<file path="src/rtl/spi_apb_pkg.sv">
// Purpose: shared state encoding and frame field positions for the SPI host feeding spi2apb_bridge.
// Latency: n/a (definitions only).
// Backpressure: n/a (definitions only).
package spi_apb_pkg;

    typedef enum logic [2:0] {
        ST_IDLE,
        ST_SETUP,
        ST_HIGH,
        ST_LOW,
        ST_HOLD,
        ST_GAP
    } spi_state_e;

    // Frame layout: {rw, addr[6:0], data[7:0]}, sent MSB first
    localparam int RW_BIT   = 15;
    localparam int ADDR_MSB = 14;
    localparam int ADDR_LSB = 8;
    localparam int DATA_MSB = 7;

    localparam int DEFAULT_CLK_DIV = 2;

    // Counts SCLK falling edges 0..16
    localparam int BIT_CNT_W = 5;

endpackage

</file>
<file path="src/rtl/spi_half_tick.sv">
// Purpose: SCLK half-period timer; tick marks the last clk cycle of the current phase.
// Latency: tick asserts CLK_DIV-1 cycles after the counter is cleared.
// Backpressure: none; clr restarts the phase on every state entry.
module spi_half_tick
    import spi_apb_pkg::*;
#(
    parameter int CLK_DIV = DEFAULT_CLK_DIV
) (
    input  logic clk,
    input  logic reset,
    input  logic clr,
    output logic tick
);

    localparam int            CW   = (CLK_DIV > 1) ? $clog2(CLK_DIV) : 1;
    localparam logic [CW-1:0] LAST = CW'(CLK_DIV - 1);

    logic [CW-1:0] cnt_q;

    assign tick = (cnt_q == LAST);

    // Count 0..CLK_DIV-1, wrapping at the phase boundary or restarting on state entry
    always_ff @(posedge clk) begin
        if (reset || clr || tick) begin
            cnt_q <= '0;
        end else begin
            cnt_q <= cnt_q + 1'b1;
        end
    end

endmodule

</file>
<file path="src/rtl/spi_apb_host.sv">
// Purpose: SPI mode-0 master issuing one 16-bit {rw, addr, data} frame per request to spi2apb_bridge.
// Latency: done pulses 1+35*CLK_DIV cycles after start is sampled in IDLE; rdata valid in that cycle.
// Backpressure: start is only taken in IDLE; while busy it is dropped (err pulse if SPI_APB_HOST_BUSY_ERR_EN).
module spi_apb_host
    import spi_apb_pkg::*;
#(
    parameter int DATA_WIDTH  = 16,
    parameter int ADDR_WIDTH  = 7,
    parameter int PDATA_WIDTH = 8,
    parameter int CLK_DIV     = DEFAULT_CLK_DIV
) (
    input  logic                   clk,
    input  logic                   reset,
    input  logic                   start,
    input  logic                   rw,
    input  logic [ADDR_WIDTH-1:0]  addr,
    input  logic [PDATA_WIDTH-1:0] wdata,
    output logic                   busy,
    output logic                   done,
    output logic [PDATA_WIDTH-1:0] rdata,
`ifdef SPI_APB_HOST_BUSY_ERR_EN
    output logic                   err,
`endif
    output logic                   sclk,
    output logic                   ss,
    output logic                   mosi,
    input  logic                   miso
);

    spi_state_e             state_q;
    spi_state_e             state_d;
    logic                   tick;
    logic                   accept;
    logic                   fall;
    logic                   finish;
    logic [DATA_WIDTH-1:0]  frame;
    logic [DATA_WIDTH-1:0]  shift_q;
    logic [PDATA_WIDTH-1:0] cap_q;
    logic [BIT_CNT_W-1:0]   bit_cnt_q;

    assign accept = (state_q == ST_IDLE) && start;
    // End of an SCLK high phase: miso is sampled and mosi advances on this edge
    assign fall   = (state_q == ST_HIGH) && tick;
    assign finish = (state_q == ST_GAP) && tick;
    // mosi comes straight off the shift register MSB, so it only moves on load or SCLK fall
    assign mosi   = shift_q[DATA_WIDTH-1];

    // Assemble the outgoing frame; reads carry a zero data field
    always_comb begin
        frame                    = '0;
        frame[RW_BIT]            = rw;
        frame[ADDR_MSB:ADDR_LSB] = addr;
        if (rw) begin
            frame[DATA_MSB:0] = wdata;
        end
    end

    spi_half_tick #(
        .CLK_DIV (CLK_DIV)
    ) u_half_tick (
        .clk   (clk),
        .reset (reset),
        .clr   ((state_q == ST_IDLE) || (state_d != state_q)),
        .tick  (tick)
    );

    // Next-state: every non-idle state lasts exactly one half-period
    always_comb begin
        state_d = state_q;
        case (state_q)
            ST_IDLE:  if (start) state_d = ST_SETUP;
            ST_SETUP: if (tick)  state_d = ST_HIGH;
            ST_HIGH:  if (tick)  state_d = ST_LOW;
            ST_LOW:   if (tick)  state_d = (bit_cnt_q < BIT_CNT_W'(DATA_WIDTH)) ? ST_HIGH : ST_HOLD;
            ST_HOLD:  if (tick)  state_d = ST_GAP;
            ST_GAP:   if (tick)  state_d = ST_IDLE;
            default:             state_d = ST_IDLE;
        endcase
    end

    // State register
    always_ff @(posedge clk) begin
        if (reset) begin
            state_q <= ST_IDLE;
        end else begin
            state_q <= state_d;
        end
    end

    // Pin outputs registered from the next state so ss/sclk never glitch; shift and capture datapath
    always_ff @(posedge clk) begin
        if (reset) begin
            ss        <= 1'b1;
            sclk      <= 1'b0;
            busy      <= 1'b0;
            done      <= 1'b0;
            rdata     <= '0;
            shift_q   <= '0;
            cap_q     <= '0;
            bit_cnt_q <= '0;
        end else begin
            ss   <= !(state_d inside {ST_SETUP, ST_HIGH, ST_LOW, ST_HOLD});
            sclk <= (state_d == ST_HIGH);
            busy <= (state_d != ST_IDLE);
            done <= finish;
            if (accept) begin
                shift_q   <= frame;
                cap_q     <= '0;
                bit_cnt_q <= '0;
            end
            if (fall) begin
                shift_q   <= {shift_q[DATA_WIDTH-2:0], 1'b0};
                // Only the trailing data byte is ever reported, so only it is kept
                cap_q     <= {cap_q[PDATA_WIDTH-2:0], miso};
                bit_cnt_q <= bit_cnt_q + 1'b1;
            end
            if (finish) begin
                rdata <= cap_q;
            end
        end
    end

`ifdef SPI_APB_HOST_BUSY_ERR_EN
    // Flag a request that arrives while a frame is in flight; the request itself is dropped
    always_ff @(posedge clk) begin
        if (reset) begin
            err <= 1'b0;
        end else begin
            err <= start && (state_q != ST_IDLE);
        end
    end
`endif

endmodule

</file>
<file path="config.mk">
export PLATFORM = sky130hd
export DESIGN_NAME = spi_apb_host
export DESIGN_NICKNAME = d
export VERILOG_FILES = /design/src/rtl/spi_apb_pkg.sv /design/src/rtl/spi_half_tick.sv /design/src/rtl/spi_apb_host.sv
export SDC_FILE = /design/constraint.sdc
export NUM_CORES = 1
export LEC_CHECK = 0
export ABC_AREA = 1
export ABC_CLOCK_PERIOD_IN_PS = 1240
export BUFFER_PORTS_ARGS = -buffer_cell sky130_fd_sc_hd__buf_2
export CELL_PAD_IN_SITES_DETAIL_PLACEMENT = 1
export CELL_PAD_IN_SITES_GLOBAL_PLACEMENT = 2
export CORE_MARGIN = 4
export CORE_UTILIZATION = 29
export DETAILED_ROUTE_END_ITERATION = 12
export HOLD_SLACK_MARGIN = 0.02
export PLACE_DENSITY = 0.85
export SYNTH_ARGS = -nofsm -noshare
export SYNTH_HDL_FRONTEND = slang
export SYNTH_SLANG_ARGS = --single-unit
export TNS_END_PERCENT = 10
</file>
<file path="constraint.sdc">
create_clock -name clk -period 1.24 [get_ports clk]
set_input_delay 0.062 -clock clk [delete_from_list [all_inputs] [get_ports clk]]
set_output_delay 0.062 -clock clk [all_outputs]
set_load 0.01 [all_outputs]
</file>
==> run metrics <==
DR DRC count=0; htree depth=2; total number of vias=approximately 1700; DIE AREA=8178 um2; worst hold start=wdata[2]; endpoints failing setup=0; gr usage total=a little under an eighth; Leakage=just over 1 nW; FMAX=between 800 and 900 MHz; CTS Buffer Depth=2; initial antenna violation count=0; Crit. End Element=flop; Post-Syn Instances=approximately 240; estimated wirelength of the detail-placed design=between 3000 and 4000 um; final non-filler cell total=371; Least-Margin Pin Slew=approximately 290 ps; vias in the first global route=around 1800; Avg Cell Area, Syn=roughly 8 um2; Num Clock Sinks=45; Setup Skew=around 5.2 ps; peak supply drop=0.0004965 V; # nets final=314; final number of hold-violating endpoints=0; DRT iter0 DRCs=around 60; post-CTS setup buffers=0; post-synth net total=approximately 270; CTS clock-pin slew for the worst setup and hold paths=approximately 90 ps; first-pass GRT wire length=roughly 8300 um; RSZ-0062 raised after global routing=yes; CTS Buf Count=5; # IOs=33; power density over the cells=1331 nW/um2; slew margin rel.=between 80% and 90%; I/O Buffers=32; worst hold path class=in -> reg; critical-path maximum fanout=28; CTS tree=yes; synth unique cells=31; vias per cell=approximately 4.6; Final WS setup=approximately 45 ps; TNS Setup=0 ps; Critical Path Source=state_q[1]$_SDFF_PP0_; die width=approximately 90 um; Max-Cap Viols=0; outcome=finished clean; Crit Path Class=reg -> reg; placed cells=361; core area=about 6500 um2; Ant. Diodes=0; GPL Wtd Cong=about 0.85; min cycle time layout=between 1000 and 1500 ps; Post-DRT Antenna Nets=0; R2R Path Start=state_q[1]$_SDFF_PP0_; Root Buffer Master=clkbuf_8; Synth Register Bits=between 40 and 50; routed wire length=about 4500 um; initial core utilization=a little under a third; Skew-Pair Late Insertion Delay=300 ps; CP Launch Type=flop; wire length per cell=approximately 12 um; most frequent cells in the layout=79 x nand2_1, 41 x dfxtp_1, 32 x buf_2; grt ovf=0; final period utilization=a little over nine tenths; pin count of the biggest net entering global routing=29; Netlist Area Pre-Place=1971 um2; pre-CTS setup slack=-83.84 ps; die height=90.44 um; Pre-antenna DRT Iters=4; required time of the critical path=around 1500 ps; synth warn=0; pins over their slew limit=0; sequential area share after synthesis=about 46%; row count=29; Arr. time, crit path=between 1000 and 1500 ps; Syn-to-layout area delta=26.29%; commonest non-fill, non-tap cell in the layout=nand2_1; share of layout cells above drive strength 1=34.69%
==> cells by family (layout without fill, tap and decap cells) <==
| logic type | Yosys count | in the layout | share of synthesized area, % |
|---|---|---|---|
| AND/OR/NAND/NOR | 125 | 125 | 29.91 |
| AO/OA/AOI/OAI | 45 | 45 | 14.86 |
| flip-flops | 45 | 45 | 45.71 |
| buffers and inverters | 27 | 77 | 8.444 |
| adder cells (fa/ha/maj) | 1 | 1 | 0.6348 |
| XOR/XNOR | 1 | 1 | 0.4445 |
==> metal layers <==
metal / global-route usage [%] / vias to the layer above / share of wire (%)
met2: 20.78 / 32 / 47
li1: - / 892 / -
met3: 3.333 / 7 / 4.7
met5: 0 / - / 0
met4: 3.827 / 0 / 1.4
met1: 14.31 / 790 / 47
==> report_power, final <==
group          switching [W]  internal (W)  total (W)
clock               0.000523      0.000801    0.00132
combinational       0.000243      0.000203   0.000446
sequential         0.0000394       0.00150    0.00154
==> final cells by class <==
type	count	area, um2
inverters	17	76.32
repair buffers	52	365.4
flip-flops and latches	45	910.9
clock inverters	3	65.06
well taps	77	96.34
clock buffers	5	68.82
multi-input cells	172	905.9
fillers	805	3970
==> metrics by stage <==
stage               instance area, um2  power, W  util (%)  hold slack [ps]
finish                            2489  0.003312     38.53            30.65
global route                      2489  0.003481     38.53            29.43
CTS                               2480  0.003364     38.40            22.48
detailed placement                2322  0.002020     35.96            327.8
global placement                  2322  0.002017     35.96            323.0
floorplan                         1971  0.001843         -            204.8
==> sequential cells by signal (all words and copies together) (netlist names) <==
signal / flops
shift_q: 16
cap_q: 8
rdata: 8
bit_cnt_q: 5
state_q: 3
busy: 1
done: 1
sclk: 1
ss: 1
u_half_tick.tick: 1
==> synthesized netlist by cell type (all sizes together) <==
master	count	area [um2]
a21oi	25	162.6
a31oi	15	100.1
buf	9	86.33
clkbuf	1	3.750
dfxtp	45	900.9
ha	1	12.51
inv	17	76.32
nand2	95	404.1
nand3	18	107.6
nand4	2	12.51
nor2	9	58.81
o211ai	1	7.510
o21ai	3	15.01
o21bai	1	7.510
or2	1	6.260
xnor2	1	8.760
==> final timing paths <==
check | slack (ps) | end | depth (start not counted)
max | 40 | shift_q[15]$_SDFFE_PP0P_ | 6
min | 30 | shift_q[2]$_SDFFE_PP0P_ | 3
max reg2reg | 40 | shift_q[15]$_SDFFE_PP0P_ | 6
min reg2reg | 460 | rdata[4]$_SDFFE_PP0P_ | 2
==> timing repair <==
| action | 4_1_cts | 5_1_grt |
|---|---|---|
| pin swaps | 0 | 2 |
| gates resized for setup | 3 | 4 |
| hold endpoints to repair | 2 | 0 |
| hold buffers | 2 | 0 |
| endpoints found under the setup margin | 31 | 33 |
==> critical path: stages, from the launching register on <==
cell and delay [ps]:
dfxtp_2 380, inv_2 70, nor2_4 110, nand2_4 90
inv_6 190, nand2_1 90, a31oi_1 180
Power figures use the tool's default switching activity.
